==> src/rtl/error_inject_frame.sv <==
// Serial frame error injector between serialiser and decoder.
// Flips chosen bit positions per a mode latched at each frame start.
module error_inject_frame #(
  parameter int FRAME_LEN = 7,
  parameter int POS_W     = 3,
  parameter int CNT_W     = 16
) (
  input  logic                 clk,
  input  logic                 rst,
  input  logic                 d_in,
  input  logic                 in_valid,
  output logic                 in_ready,
  input  logic                 sof_in,
  input  logic [1:0]           mode,
  input  logic [POS_W-1:0]     err_pos,
  input  logic [FRAME_LEN-1:0] err_mask,
  input  logic                 inj_trigger,
  output logic                 d_out,
  output logic                 out_valid,
  input  logic                 out_ready,
  output logic                 sof_out,
  output logic                 eof_out,
  output logic                 flipped,
  output logic [CNT_W-1:0]     frame_cnt,
  output logic [CNT_W-1:0]     err_cnt
);

  localparam logic [1:0] M_PASS = 2'b00;
  localparam logic [1:0] M_FIX  = 2'b01;
  localparam logic [1:0] M_MASK = 2'b10;
  localparam logic [1:0] M_SHOT = 2'b11;

  localparam logic [POS_W-1:0] P_FIRST = POS_W'(FRAME_LEN - 1);
  localparam logic [POS_W-1:0] P_LAST  = '0;

  logic [POS_W-1:0]     pos_q, pos_d;
  logic                 armed_q, armed_d;
  logic [1:0]           mode_q, mode_d;
  logic [POS_W-1:0]     epos_q, epos_d;
  logic [FRAME_LEN-1:0] mask_q, mask_d;
  logic                 shot_q, shot_d;
  logic                 dout_q, dout_d;
  logic                 ov_q, ov_d;
  logic                 sof_q, sof_d;
  logic                 eof_q, eof_d;
  logic                 flip_q, flip_d;
  logic [CNT_W-1:0]     fcnt_q, fcnt_d;
  logic [CNT_W-1:0]     ecnt_q, ecnt_d;

  logic                 accept;
  logic [POS_W-1:0]     p;
  logic                 start;
  logic                 arm_hit;
  logic [1:0]           cur_mode;
  logic [POS_W-1:0]     cur_pos;
  logic [FRAME_LEN-1:0] cur_mask;
  logic                 cur_shot;
  logic                 flip;

  assign in_ready = !ov_q || out_ready;
  assign accept   = in_valid && in_ready;

  // sof_in realigns the accepted bit to the first position
  assign p       = sof_in ? P_FIRST : pos_q;
  assign start   = accept && (p == P_FIRST);
  assign arm_hit = (mode == M_SHOT) && (armed_q || inj_trigger);

  // first bit of a frame sees live config, later bits the latched copy
  assign cur_mode = start ? mode     : mode_q;
  assign cur_pos  = start ? err_pos  : epos_q;
  assign cur_mask = start ? err_mask : mask_q;
  assign cur_shot = start ? arm_hit  : shot_q;

  // flip decision for the bit at position p
  always_comb begin
    flip = 1'b0;
    unique case (cur_mode)
      M_PASS: flip = 1'b0;
      M_FIX:  flip = (p == cur_pos);
      M_MASK: flip = cur_mask[p];
      M_SHOT: flip = cur_shot && (p == cur_pos);
      default: flip = 1'b0;
    endcase
  end

  // next-state: position, config latch, output register, counters
  always_comb begin
    pos_d   = pos_q;
    mode_d  = mode_q;
    epos_d  = epos_q;
    mask_d  = mask_q;
    shot_d  = shot_q;
    dout_d  = dout_q;
    ov_d    = ov_q;
    sof_d   = sof_q;
    eof_d   = eof_q;
    flip_d  = flip_q;
    fcnt_d  = fcnt_q;
    ecnt_d  = ecnt_q;
    armed_d = (start && arm_hit) ? 1'b0 : (armed_q || inj_trigger);
    if (start) begin
      mode_d = mode;
      epos_d = err_pos;
      mask_d = err_mask;
      shot_d = arm_hit;
    end
    if (accept) begin
      pos_d  = (p == P_LAST) ? P_FIRST : p - POS_W'(1);
      dout_d = d_in ^ flip;
      flip_d = flip;
      sof_d  = (p == P_FIRST);
      eof_d  = (p == P_LAST);
      ov_d   = 1'b1;
      if (p == P_LAST) begin
        fcnt_d = fcnt_q + CNT_W'(1);
      end
      if (flip && (ecnt_q != '1)) begin
        ecnt_d = ecnt_q + CNT_W'(1);
      end
    end else if (out_ready) begin
      ov_d = 1'b0;
    end
  end

  // state registers with synchronous reset
  always_ff @(posedge clk) begin
    if (rst) begin
      pos_q   <= P_FIRST;
      armed_q <= 1'b0;
      mode_q  <= M_PASS;
      epos_q  <= '0;
      mask_q  <= '0;
      shot_q  <= 1'b0;
      dout_q  <= 1'b0;
      ov_q    <= 1'b0;
      sof_q   <= 1'b0;
      eof_q   <= 1'b0;
      flip_q  <= 1'b0;
      fcnt_q  <= '0;
      ecnt_q  <= '0;
    end else begin
      pos_q   <= pos_d;
      armed_q <= armed_d;
      mode_q  <= mode_d;
      epos_q  <= epos_d;
      mask_q  <= mask_d;
      shot_q  <= shot_d;
      dout_q  <= dout_d;
      ov_q    <= ov_d;
      sof_q   <= sof_d;
      eof_q   <= eof_d;
      flip_q  <= flip_d;
      fcnt_q  <= fcnt_d;
      ecnt_q  <= ecnt_d;
    end
  end

  assign d_out     = dout_q;
  assign out_valid = ov_q;
  assign sof_out   = sof_q;
  assign eof_out   = eof_q;
  assign flipped   = flip_q;
  assign frame_cnt = fcnt_q;
  assign err_cnt   = ecnt_q;

endmodule

==> config.mk <==
export PLATFORM = sky130hd
export DESIGN_NAME = error_inject_frame
export DESIGN_NICKNAME = d
export VERILOG_FILES = /design/src/rtl/error_inject_frame.sv
export SDC_FILE = /design/constraint.sdc
export NUM_CORES = 1
export LEC_CHECK = 0
export CORE_MARGIN = 2
export CORE_UTILIZATION = 50
export CTS_CLUSTER_SIZE = 16
export DETAILED_ROUTE_END_ITERATION = 12
export PLACE_DENSITY = 0.91
export SETUP_SLACK_MARGIN = 0.3
export SYNTH_ARGS = -nofsm -noshare
export SYNTH_HDL_FRONTEND = slang
export SYNTH_SLANG_ARGS = --single-unit
export TNS_END_PERCENT = 50
==> constraint.sdc <==
create_clock -name clk -period 4.75 [get_ports clk]
set_input_delay 0.475 -clock clk [delete_from_list [all_inputs] [get_ports clk]]
set_output_delay 0.475 -clock clk [all_outputs]
set_load 0.1 [all_outputs]
==> summary.txt, run 1 <==
Outcome
  – Outcome: complete, no violations

Timing
  – Fin. max-slew vios: 0
  – Final Cycle Share: 84.8%
  – RSZ-0062 raised after global routing: false
  – Actual slew at the worst max-slew pin: 1.04 ns
  – Slew HR: 30.8%
  – FMAX: 0.248 GHz
  – Setup TNS: 0 ns
  – Setup violations, final: 0
  – Worst Clk Skew: 0.00808 ns
  – Fin crit period: 4.03 ns
  – Hold Violations, Final: 0

Global routing
  – Total Routing Usage GR: 20.2%
  – Initial antenna violation count: 0
  – First-pass GRT wire length: 10100 um
  – Global route overflow: 0
  – Vias in the first global route: 2331
  – Pin count of the biggest net entering global routing: 60

Route
  – Remaining DRCs: 0
  – Routed wl met2: 2990 um
  – Drt wl/cell: 13.7 um
  – Wl on met1: 2760 um
  – DRT antenna net count: 0
  – Routed WL: 6040 um
  – Uppermost layer routed: met4
  – Drt first pass iters: 4
  – Metal3 WL: 259 um
  – Initial DRC count: 156
  – Via density: 5.53
  – Vias post-DR: 2437

Hold path
  – Min-delay src: mode_q[1]
  – Hold path cells: 2
  – Hold Path Class: reg -> reg

Synthesis
  – Syn Std Cell Area: 2680 um2
  – Synth area leaders: dfxtp_1 40%, nor2_1 5.6%, nand2_1 5.5%, a21oi_1 4.3%, mux2_2 4.2%
  – Post-synthesis instance total: 318
  – Post-synth top area share: 40.4%
  – Number of synthesis warnings: 0
  – Flops & latches, synth: 54
  – Netlist cell types: 52
  – Seq/Total Area, Yosys: 40.4%
  – Top_reg_cell synth: dfxtp_1
  – Ys async rst share: 0%
  – Area leader, netlist: dfxtp_1
  – Avg Cell Area, Syn: 8.41 um2
  – Post-synth EDFFs: 0
  – Synth Net Count: 342

Setup path
  – Crit path arrival time: 4.22 ns
  – Worst Path Required: 4.95 ns
  – CP Launch Point: sof_in
  – Critical path peak fanout: 19
  – CP max-delay cell: o41a_1
  – FF-to-FF Start: pos_q[1]
  – CP peak stage delay: 0.68 ns
  – Worst R2R Setup Slack: 1.18 ns
  – Cell count of the worst reg-to-reg path: 9
  – CP top delay family: simple AND/OR/NAND/NOR gates
  – Critical path buffers and inverters: 1
  – WS Path Type: in -> reg
  – Cell Chain, Critical Path: clkdlybuf4s50_1 > or2_1 > ha_1 > o21ai_4 > nor3_4 > mux2i_1 > xnor2_1 > o41a_1 > nor4b_1 > mux2_2
  – Worst setup SP type: input pin
  – CP Depth: 10
  – Setup crit end: err_cnt[3]
  – Crit Reg-Reg Endpoint: err_cnt[3]
  – CP endpoint kind: flop

Job
  – Max-cap violations: 0

Final layout
  – Layout cells sized above 1: 7.82%
  – Ant diodes: 0
  – Fin nets: 394
  – Cell area after layout: 3360 um2
  – Syn-to-layout area delta: 25.6%
  – Fillers: 458

CTS
  – CTS root buffer: clkbuf_8
  – Clk buf depth: 2
  – Resized cells post-CTS: 0
  – Clock Sinks: 54
  – Postcts setup bufs: 0
  – Clock insertion delay at the later pin of the skew report: 0.30 ns
  – # hold bufs at CTS: 0
  – Clk slew on worst S/H paths: 0.09 ns
  – TritonCTS Buffers: 5
  – TritonCTS clock tree: done
  – CTS H-tree depth: 2

Floorplanning
  – Effective utilization at floorplan: 52.0%
  – Total core area: 5140 um2
  – Die width: 77.1 um
  – # IOs: 57
  – Die area: 5950 um2
  – Die H: 77.1 um
  – Rows: 26

Power
  – Leak: 1.19 nW
  – PwrDens: 259 nW/um2
  – Worst VDD drop: 0.128 mV

Placement
  – Port Buf Inserts: 56
  – DP HPWL: 4260 um
  – Cell Area, Placed: 3260 um2
  – RePlAce Congestion: 0.854
[metrics by stage]
stage                     cells  setup WS, ns  hold slack, ns  utilization, %  total power, mW
final                       441         0.724           0.460            65.4            0.870
after detailed placement    433         0.445           0.446            63.5            0.611
after global placement      433         0.545           0.444            63.5            0.608
after floorplan             318          1.41           0.428               -            0.573
after global routing        441         0.397           0.497            65.4            0.910
after CTS                   441         0.757           0.461            65.4            0.883
[area by class of cell]
class                           instances  area (um2)  area share [%]
Clock buffer                            6        82.6            2.46
Clock inverter                          2        16.3           0.484
Inverter                                8        30.0           0.894
Multi-Input combinational cell        244        1500            44.6
Sequential cell                        54        1080            32.2
Tap cell                               70        87.6            2.61
Timing Repair Buffer                   57         563            16.8
[synth_stat cells, types with 2 or more instances]
master,instances
nor4_1,2
ha_1,5
nand4b_1,2
o31ai_1,3
and2_1,5
a211oi_1,2
xnor2_1,4
nand2_1,39
buf_6,2
nand4_1,9
inv_1,6
clkbuf_1,8
a21oi_1,23
mux2i_1,4
o21a_1,2
inv_2,2
or3_1,7
o21ai_0,5
nor3_1,8
nor2_1,40
a311oi_1,3
dfxtp_1,54
a221oi_2,2
nor3b_1,5
nor2b_1,11
xor2_1,9
nand3_1,15
or4_1,2
and3_1,7
mux2_2,10
[cell families after synthesis]
logic type	share of synthesized area (%)
simple gates	30.4
flops	40.4
compound gates	13.3
buf+inv	3.51
mux	5.71
xor+xnor	4.26
fa+ha+maj	2.34
[flip-flops by register name, indices dropped and copies added, names as in the netlist]
register   count
pos_q          3
armed_q        1
mask_q         7
d_out          1
flipped        1
out_valid      1
shot_q         1
frame_cnt     16
epos_q         3
mode_q         2
sof_out        1
eof_out        1
err_cnt       16
[placed cells by master, fill, tap and decap left out, types with 7 or more instances in the layout]
cell type	n
a21oi_1	23
and3_1	7
clkdlybuf4s50_1	55
dfxtp_1	54
mux2_2	10
nand2_1	39
nand3_1	15
nand4_1	9
nor2_1	40
nor2b_1	11
nor3_1	8
or3_1	7
xor2_1	9
[per-layer routing]
metal / GRT usage [%] / up-vias
li1: - / 1225
met1: 24.7 / 1149
met2: 36.2 / 61
met3: 4.35 / 2
met4: 4.46 / 0
met5: 0 / -
[where the power goes]
part,switching (mW),internal (mW)
sequential,0.00922,0.466
combinational,0.0824,0.0441
clock,0.149,0.120
total,0.240,0.630
[worst min path at each step]
stage | slack [ns] | endpoint
floorplan | 0.43 | shot_q
global placement | 0.44 | mask_q[0]
detailed placement | 0.45 | mode_q[1]
CTS | 0.46 | mode_q[1]
global route | 0.50 | mask_q[3]
finish | 0.46 | mode_q[1]
[worst reg2reg max path, stage by stage (launching register included)]
cell and delay (ns):
dfxtp_1 0.41, or2_1 0.27, ha_1 0.31, o21ai_4 0.10, nor3_4 0.47, mux2i_1 0.34
xnor2_1 0.13, o41a_1 0.68, nor4b_1 0.40, mux2_2 0.37
Power figures use the tool's default switching activity.
==> run 2, diff against run 1 <==
Clock period 4.75 ns to 3.95 ns, I/O delays scaled along.
==> summary.txt, run 2 (synthesis gave the netlist of run 1 again) <==
Outcome
  – Outcome: complete, no violations (unchanged)

Global routing
  – Vias in the first global route: 2290 (was 2331)
  – Pin count of the biggest net entering global routing: 59 (was 60)
  – Total Routing Usage GR: 21.4% (was 20.2%)
  – First-pass GRT wire length: 10600 um (was 10100 um)
  – Initial antenna violation count: 0 (unchanged)
  – Global route overflow: 0 (unchanged)

Floorplanning
  – Effective utilization at floorplan: 52.0% (unchanged)
  – # IOs: 57 (unchanged)
  – Total core area: 5140 um2 (unchanged)
  – Rows: 26 (unchanged)
  – Die width: 77.1 um (unchanged)
  – Die area: 5950 um2 (unchanged)
  – Die H: 77.1 um (unchanged)

CTS
  – TritonCTS Buffers: 5 (unchanged)
  – # hold bufs at CTS: 0 (unchanged)
  – Clock insertion delay at the later pin of the skew report: 0.30 ns (about the same)
  – Clock Sinks: 54 (unchanged)
  – CTS H-tree depth: 2 (unchanged)
  – Clk slew on worst S/H paths: 0.09 ns (about the same)
  – Resized cells post-CTS: 0 (unchanged)
  – CTS root buffer: clkbuf_8 (unchanged)
  – TritonCTS clock tree: done (unchanged)
  – Postcts setup bufs: 0 (unchanged)
  – Clk buf depth: 2 (unchanged)

Timing
  – Setup violations, final: 0 (unchanged)
  – Actual slew at the worst max-slew pin: 0.986 ns (was 1.04 ns)
  – RSZ-0062 raised after global routing: false (unchanged)
  – WHS: 0.440 ns (was 0.460 ns)
  – Hold Violations, Final: 0 (unchanged)
  – Fin crit period: 3.33 ns
  – Setup TNS: 0 ns (unchanged)
  – FMAX: 0.301 GHz
  – Slew HR: 34.0% (was 30.8%)
  – Final Cycle Share: 84.2%
  – Fin. max-slew vios: 0 (unchanged)
  – Worst Clk Skew: 0.00511 ns (was 0.00808 ns)

Final layout
  – Fillers: 477 (was 458)
  – Commonest cells after routing, fill and taps aside: 54 x dfxtp_1, 54 x clkdlybuf4s50_1, 40 x nor2_1 (was 55 x clkdlybuf4s50_1, 54 x dfxtp_1, 40 x nor2_1)
  – Syn-to-layout area delta: 27.8% (was 25.6%)
  – Finished Layout Cells: 448 (was 441)
  – Layout cells sized above 1: 9.26% (was 7.82%)
  – Fin nets: 401 (was 394)
  – Ant diodes: 0 (unchanged)

Power
  – Int Pwr: 0.808 mW (was 0.630 mW)
  – Sequential fraction of design power: 52.3% (was 54.6%)
  – Worst VDD drop: 0.208 mV (was 0.128 mV)
  – Leak: 1.22 nW (was 1.19 nW)
  – Sw Ratio: 25.9% (was 27.6%)
  – Clock network power share: 33.1% (was 30.9%)
  – Switching power: 0.283 mW (was 0.240 mW)
  – PwrDens: 319 nW/um2 (was 259 nW/um2)
  – Combinational power share: 14.6% (was 14.5%)

Setup path
  – Crit path arrival time: 3.53 ns (was 4.22 ns)
  – WS Path Type: in -> reg (unchanged)
  – Worst Path Required: 4.15 ns (was 4.95 ns)
  – Critical path peak fanout: 13 (was 19)
  – Worst setup SP type: input pin (unchanged)
  – CP endpoint kind: flop (unchanged)

Placement
  – DP HPWL: 4510 um (was 4260 um)
  – DP Cell Count: 440 (was 433)
  – RePlAce Congestion: 0.833 (was 0.854)
  – Port Buf Inserts: 56 (unchanged)

Route
  – Routed WL: 6220 um (was 6040 um)
  – Drt first pass iters: 4 (unchanged)
  – Initial DRC count: 94 (was 156)
  – Remaining DRCs: 0 (unchanged)
  – Drt wl/cell: 13.9 um (was 13.7 um)
  – Vias post-DR: 2476 (was 2437)
  – Via density: 5.53 (about the same)
  – DRT antenna net count: 0 (unchanged)

Hold path
  – Hold Path Class: in -> reg (was reg -> reg)

Job
  – Max-cap violations: 0 (unchanged)
==> run 2: metrics by stage <==
stage	power [mW]	worst slack (ns)	util, %	instance area [um2]
after floorplan	0.689	0.606	-	2680
after global placement	0.739	0.448	64.4	3310
after detailed placement	0.742	0.331	64.4	3310
after CTS	1.10	0.639	66.5	3420
after global routing	1.14	0.406	66.5	3420
final	1.09	0.624	66.5	3420
==> run 2: final timing paths <==
check	from	end	slack, ns	depth (start not counted)
max	sof_in	err_cnt[3]	0.62	13
min	rst	pos_q[1]	0.44	3
max reg2reg	pos_q[0]	err_cnt[3]	0.80	11
min reg2reg	mode_q[1]	mode_q[1]	0.47	2
==> run 2: metal layers <==
layer / GRT usage, % / routed length, um / vias up
met1: 27.1 / 2800 / 1176
li1: - / - / 1239
met2: 37.9 / 3130 / 54
met5: 0 / 0 / -
met4: 5.18 / 60 / 0
met3: 3.29 / 233 / 7
==> run 2: worst max-delay path, stage by stage <==
cell and delay, ns:
clkdlybuf4s50_1 0.55, nor2b_1 0.09, inv_1 0.10, ha_1 0.29, o21ai_4 0.11, nor3_4 0.17, buf_4 0.22, o2111a_1 0.20
nor2_1 0.05, o41a_1 0.46, buf_4 0.19, nor4b_1 0.33, mux2_2 0.37
==> run 2: final cells by class <==
class	instances	area [um2]	area share, %
Tap cell	70	87.6	2.56
Clock buffer	7	76.3	2.23
Inverter	8	30.0	0.878
Timing Repair Buffer	64	613	17.9
Clock inverter	1	30.0	0.878
Multi-Input combinational cell	244	1500	43.9
Sequential cell	54	1080	31.6
==> run 2: power by group through the flow <==
stage	Sequential (mW)	Combinational, mW	Clock, mW
finish	0.571	0.159	0.361
global route	0.573	0.173	0.390
CTS	0.571	0.159	0.372
detailed placement	0.584	0.158	0
global placement	0.583	0.156	0
floorplan	0.606	0.0821	0
